[src/rtl/sram_tag_data_array.sv]
// sram_tag_data_array: one-hot addressed tag+data array with per-entry valid bits,
// registered read/echo port with tag-compare hit, and a sequenced invalidate-all engine.
`default_nettype none

module sram_tag_data_array #(
  parameter int DEPTH  = 16,
  parameter int DATA_W = 8,
  parameter int TAG_W  = 4
) (
  input  logic              clk,
  input  logic              rst_n,
  input  logic              req,
  input  logic              we,
  input  logic [DEPTH-1:0]  wl,
  input  logic [TAG_W-1:0]  tag_in,
  input  logic [DATA_W-1:0] data_in,
  input  logic              flush,
  output logic              busy,
  output logic              rd_valid,
  output logic [TAG_W-1:0]  tag_out,
  output logic [DATA_W-1:0] data_out,
  output logic              valid_out,
  output logic              hit,
  output logic              wl_err
);

  localparam int IDX_W = (DEPTH > 1) ? $clog2(DEPTH) : 1;
  localparam logic [IDX_W-1:0] LAST_IDX = IDX_W'(DEPTH - 1);

  typedef enum logic {
    IDLE  = 1'b0,
    FLUSH = 1'b1
  } state_t;

  state_t state, state_nx;

  logic [IDX_W-1:0]  cnt;
  logic [IDX_W-1:0]  idx;
  logic [DEPTH-1:0]  valid;
  logic [TAG_W-1:0]  tag_mem  [DEPTH];
  logic [DATA_W-1:0] data_mem [DEPTH];
  logic              onehot;
  logic              accept;
  logic              flush_last;

  // Encoder result is only meaningful when the wordline is one-hot.
  always_comb begin
    idx = '0;
    for (int i = 0; i < DEPTH; i++) begin
      if (wl[i]) idx = idx | IDX_W'(i);
    end
  end

  assign onehot     = (wl != '0) && ((wl & (wl - DEPTH'(1))) == '0);
  assign accept     = (state == IDLE) && !flush && req;
  assign flush_last = (cnt == LAST_IDX);
  assign busy       = (state == FLUSH);

  always_comb begin
    state_nx = state;
    case (state)
      IDLE:    if (flush) state_nx = FLUSH;
      FLUSH:   if (flush_last) state_nx = IDLE;
      default: state_nx = IDLE;
    endcase
  end

  always_ff @(posedge clk or negedge rst_n) begin
    if (!rst_n) begin
      state     <= IDLE;
      cnt       <= '0;
      valid     <= '0;
      rd_valid  <= 1'b0;
      tag_out   <= '0;
      data_out  <= '0;
      valid_out <= 1'b0;
      hit       <= 1'b0;
      wl_err    <= 1'b0;
    end else begin
      state     <= state_nx;
      rd_valid  <= accept;
      tag_out   <= '0;
      data_out  <= '0;
      valid_out <= 1'b0;
      hit       <= 1'b0;
      wl_err    <= 1'b0;

      if (state == FLUSH) begin
        valid[cnt] <= 1'b0;
        cnt        <= flush_last ? '0 : cnt + IDX_W'(1);
      end

      if (accept) begin
        if (!onehot) begin
          wl_err <= 1'b1;
        end else if (we) begin
          valid[idx] <= 1'b1;
          tag_out    <= tag_in;
          data_out   <= data_in;
          valid_out  <= 1'b1;
          hit        <= 1'b1;
        end else begin
          tag_out   <= tag_mem[idx];
          data_out  <= data_mem[idx];
          valid_out <= valid[idx];
          hit       <= valid[idx] && (tag_mem[idx] == tag_in);
        end
      end
    end
  end

  // Storage carries no reset; only the valid bits define entry state.
  always_ff @(posedge clk) begin
    if (accept && onehot && we) begin
      tag_mem[idx]  <= tag_in;
      data_mem[idx] <= data_in;
    end
  end

endmodule

`default_nettype wire
[config.mk]
export PLATFORM = sky130hd
export DESIGN_NAME = sram_tag_data_array
export DESIGN_NICKNAME = d
export VERILOG_FILES = /design/src/rtl/sram_tag_data_array.sv
export SDC_FILE = /design/constraint.sdc
export NUM_CORES = 1
export LEC_CHECK = 0
export ABC_AREA = 0
export CAP_MARGIN = 20
export CORE_ASPECT_RATIO = 0.7
export CORE_UTILIZATION = 23
export DETAILED_ROUTE_END_ITERATION = 6
export GPL_TIMING_DRIVEN = 0
export SLEW_MARGIN = 10
export SYNTH_ARGS = -nofsm -noshare
export SYNTH_HDL_FRONTEND = slang
export SYNTH_SLANG_ARGS = --single-unit
[constraint.sdc]
create_clock -name clk -period 3.5 [get_ports clk]
set_input_delay 0.35 -clock clk [delete_from_list [all_inputs] [get_ports clk]]
set_output_delay 0.35 -clock clk [all_outputs]
set_load 0.005 [all_outputs]
==> metrics.yaml <==
placed_design:
  pre_cts_slack_ns: -1.748
  io_buffers: 47
  gp_congestion: 0.8494
  dp_hpwl_um: 18360
route:
  dr_total_vias: 6923
  dr_wl_met3_um: 2992
  drc_errors: 0
  wl_met2_um: 11490
  via_per_inst: 4.758
  met1_length_um: 12130
  antenna_left: 0
  top_layer_used: "met4"
  drtIter0Drc: 901
  firstDrtPassIters: 5
  wl_um: 27230
  wl_per_cell_um: 18.72
logic_synthesis:
  syn_avg_cell_area_sq_um: 12.09
  seq_area_frac_synth: 0.6971
  yosysUniqueCellTypes: 46
  synth_ff_type: "edfxtp_1"
  yosysWarnings: 0
  netlist_area_sq_um: 9599
  synth_fp_nets: 831
  synth-seq-cells: 229
  synth_edf_count: 192
  syn_inst: 794
  async_flop_share: 0.1616
cells_and_area:
  layout-drive-gt1-share: 0.1328
  fill_cells: 4065
  area_growth_pct: 25.57
  finish.utilization: 0.2937
  nNetsFinal: 932
  diodes: 0
grt:
  grt_pass1_vias: 6541
  grt_max_degree: 31
  grt_pass1_wl_um: 40920
  grt_usage: 0.1277
  antenna_found_initial: 1
  grt.overflow.total: 0
power:
  ir_worst_vdd_uv: 259.4
  pwr-share-seq: 0.522
  leakage_uw: 0.004430
  sw_frac_of_total: 0.2349
  comb_power_share: 0.081
  intPower_uw: 4602
  clock_power_share: 0.397
  power_density_nw_per_um2: 498.9
  switching_power_uw: 1413
timing:
  finalCriticalPeriod_ns: 3.367
  maxSlewHeadroom: 0.4086
  grt_setup_unrepaired: "yes"
  fin_ws_ns: 0.1326
  fin_crit_sh: 0.9621
  hold_viol: 0
  slew_viol_final: 0
  clock_skew_ns: 0.01222
  worst_pin_slew_ns: 0.8871
  fmax_mhz: 297.0
  setup_violations: 0
cts:
  root_buffer: "clkbuf_16"
  htree_num_levels: 1
  cts_tree: "yes"
  insertion_delay_ns: 0.53
  cts.clk_slew.worst_paths_ns: 0.06
  cts.sinks: 229
  cts_made_buffers: 23
  clock_path_buffers: 3
worst_setup_path:
  required_ns: 3.94
  reg2reg_depth: 8
  crit_arrival_ns: 3.81
  r2r-start: "busy"
  rr_endpoint: "tag_mem[4][0]"
  critPathKind: "input pin to flop"
  startpoint_type: "input pin"
  crit_path_end_kind: "flop"
  crit_path_max_fanout: 10
  ff2ff_setup_slack_ns: 0.88
floorplan:
  die_area_sq_um: 42570
  rows: 62
  initial_core_util: 0.2339
  core_sq_um: 41040
  io-pin-count: 50
  die_h_um: 172.9
  die_x_um: 246.2
flow_run:
  cap_violations: 0
status:
  run_status: "finished, final reports clean"
min_path:
  hold_path_class: "input pin to async pin"
-- per-layer routing --
layer,global-route usage,up-vias
li1,-,3132
met1,0.1909,3369
met2,0.1828,370
met3,0.03275,52
met4,0.02950,0
met5,0,-
-- sequential cells by signal (all words and copies together), names as in the netlist --
register and count:
valid 16, hit 1, tag_out 4, rd_valid 1, tag_mem 64, wl_err 1, cnt 4, valid_out 1
data_out 8, data_mem 128, busy 1
-- cell usage after synthesis (2+ instances only) --
master	instances	area share
mux2i_1	17	0.018
xnor2_1	2	0.0018
xor2_1	3	0.0027
a211oi_1	6	0.0047
a31oi_1	21	0.014
nand2_1	195	0.076
maj3_1	3	0.0031
dfrtp_1	37	0.096
a2111oi_0	6	0.0055
o31ai_1	16	0.013
or3_1	2	0.0013
buf_1	10	0.0039
a21oi_1	36	0.019
and3_1	28	0.018
nor3_1	23	0.012
nand3_1	54	0.028
clkbuf_1	37	0.014
a22oi_1	2	0.0016
ha_1	4	0.0052
buf_2	3	0.0016
o22ai_1	8	0.0052
nor2_1	31	0.012
o21ai_0	11	0.0057
inv_1	9	0.0035
nor4_1	13	0.0085
edfxtp_1	192	0.60
buf_6	2	0.0023
or4_1	4	0.0031
nor3b_1	2	0.0016
-- worst max path at each step --
stage | slack [ns] | startpoint | endpoint | cells after the start
final | 0.13 | wl[7] | data_out[5] | 12
after global routing | -0.04 | wl[6] | data_out[5] | 13
after CTS | 0.002 | wl[9] | data_out[4] | 11
after detailed placement | -1.75 | wl[9] | data_mem[10][7] | 9
after global placement | -2.02 | wl[9] | tag_mem[6][3] | 9
after floorplan | -0.05 | wl[3] | data_mem[0][0] | 10
-- stage by stage --
| stage | cell area (sq um) | std cells | setup TNS, ns | hold WS, ns | total power, uW |
|---|---|---|---|---|---|
| 5_1_grt | 12050 | 1455 | -0.03613 | 0.2305 | 6221 |
| 4_1_cts | 12000 | 1455 | 0 | 0.2244 | 6036 |
| 6_report | 12050 | 1455 | 0 | 0.2227 | 6014 |
| 3_5_place_dp | 10990 | 1394 | -281.14 | 0.2243 | 3669 |
| 3_3_place_gp | 10830 | 1385 | -335.38 | 0.4629 | 3652 |
| 2_1_floorplan | 9679 | 794 | -8.486 | 0.05441 | 3465 |
-- layout make-up --
class / instances / area, sq um / share of cell area
Sequential cell: 229 / 6691 / 0.5551
Multi-Input combinational cell: 504 / 2879 / 0.2388
Timing Repair Buffer: 77 / 800.8 / 0.06643
Tap cell: 544 / 680.7 / 0.05647
Clock buffer: 25 / 583.1 / 0.04837
Buffer: 51 / 249.0 / 0.02066
Clock inverter: 16 / 136.4 / 0.01131
Inverter: 9 / 33.78 / 0.002803
-- power groups by stage --
stage | Combinational [uW] | Sequential, uW | Clock (uW)
after floorplan | 294 | 3170 | 0
after global placement | 462 | 3190 | 0
after detailed placement | 479 | 3190 | 0
after CTS | 479 | 3140 | 2420
after global routing | 552 | 3150 | 2520
final | 488 | 3140 | 2390
-- what timing repair did --
action,CTS,global route
hold endpoints to repair,37,0
hold buffers,1,0
pin swaps,16,1
resized for setup,26,31
buffers inserted,20,0
endpoints found under the setup margin,208,201
-- cell usage in the layout (no fill, tap or decap), drive strengths merged, types with 4 or more instances in the layout --
cell / instances
a2111oi: 6
a211oi: 6
a21oi: 36
a31oi: 21
and3: 28
buf: 42
clkbuf: 64
clkdlybuf4s50: 43
clkinv: 12
dfrtp: 37
edfxtp: 192
ha: 4
inv: 10
maj3: 4
mux2i: 17
nand2: 195
nand3: 54
nor2: 32
nor3: 23
nor4: 14
o21ai: 11
o22ai: 8
o31ai: 16
or4: 5
-- cell families (layout without fill, tap and decap cells) --
kind of cell / count (synthesis) / in the layout / synth area share
compound gates: 115 / 115 / 0.07625
fa+ha+maj: 8 / 8 / 0.009515
buf+inv: 61 / 178 / 0.02581
xor+xnor: 5 / 5 / 0.004563
flops: 229 / 229 / 0.6971
simple gates: 359 / 359 / 0.1691
mux: 17 / 17 / 0.01773
-- worst max-delay path, stage by stage --
cell and delay (ns):
clkdlybuf4s50_1 0.65, nor4_2 0.11, nand2_1 0.28, clkbuf_2 0.34, clkbuf_1 0.49, clkbuf_2 0.39
nand2_1 0.09, a31oi_1 0.37, o22ai_1 0.26, nor4_1 0.24, a21oi_1 0.08, nor2_1 0.13
(Power assumes the default switching activity.)
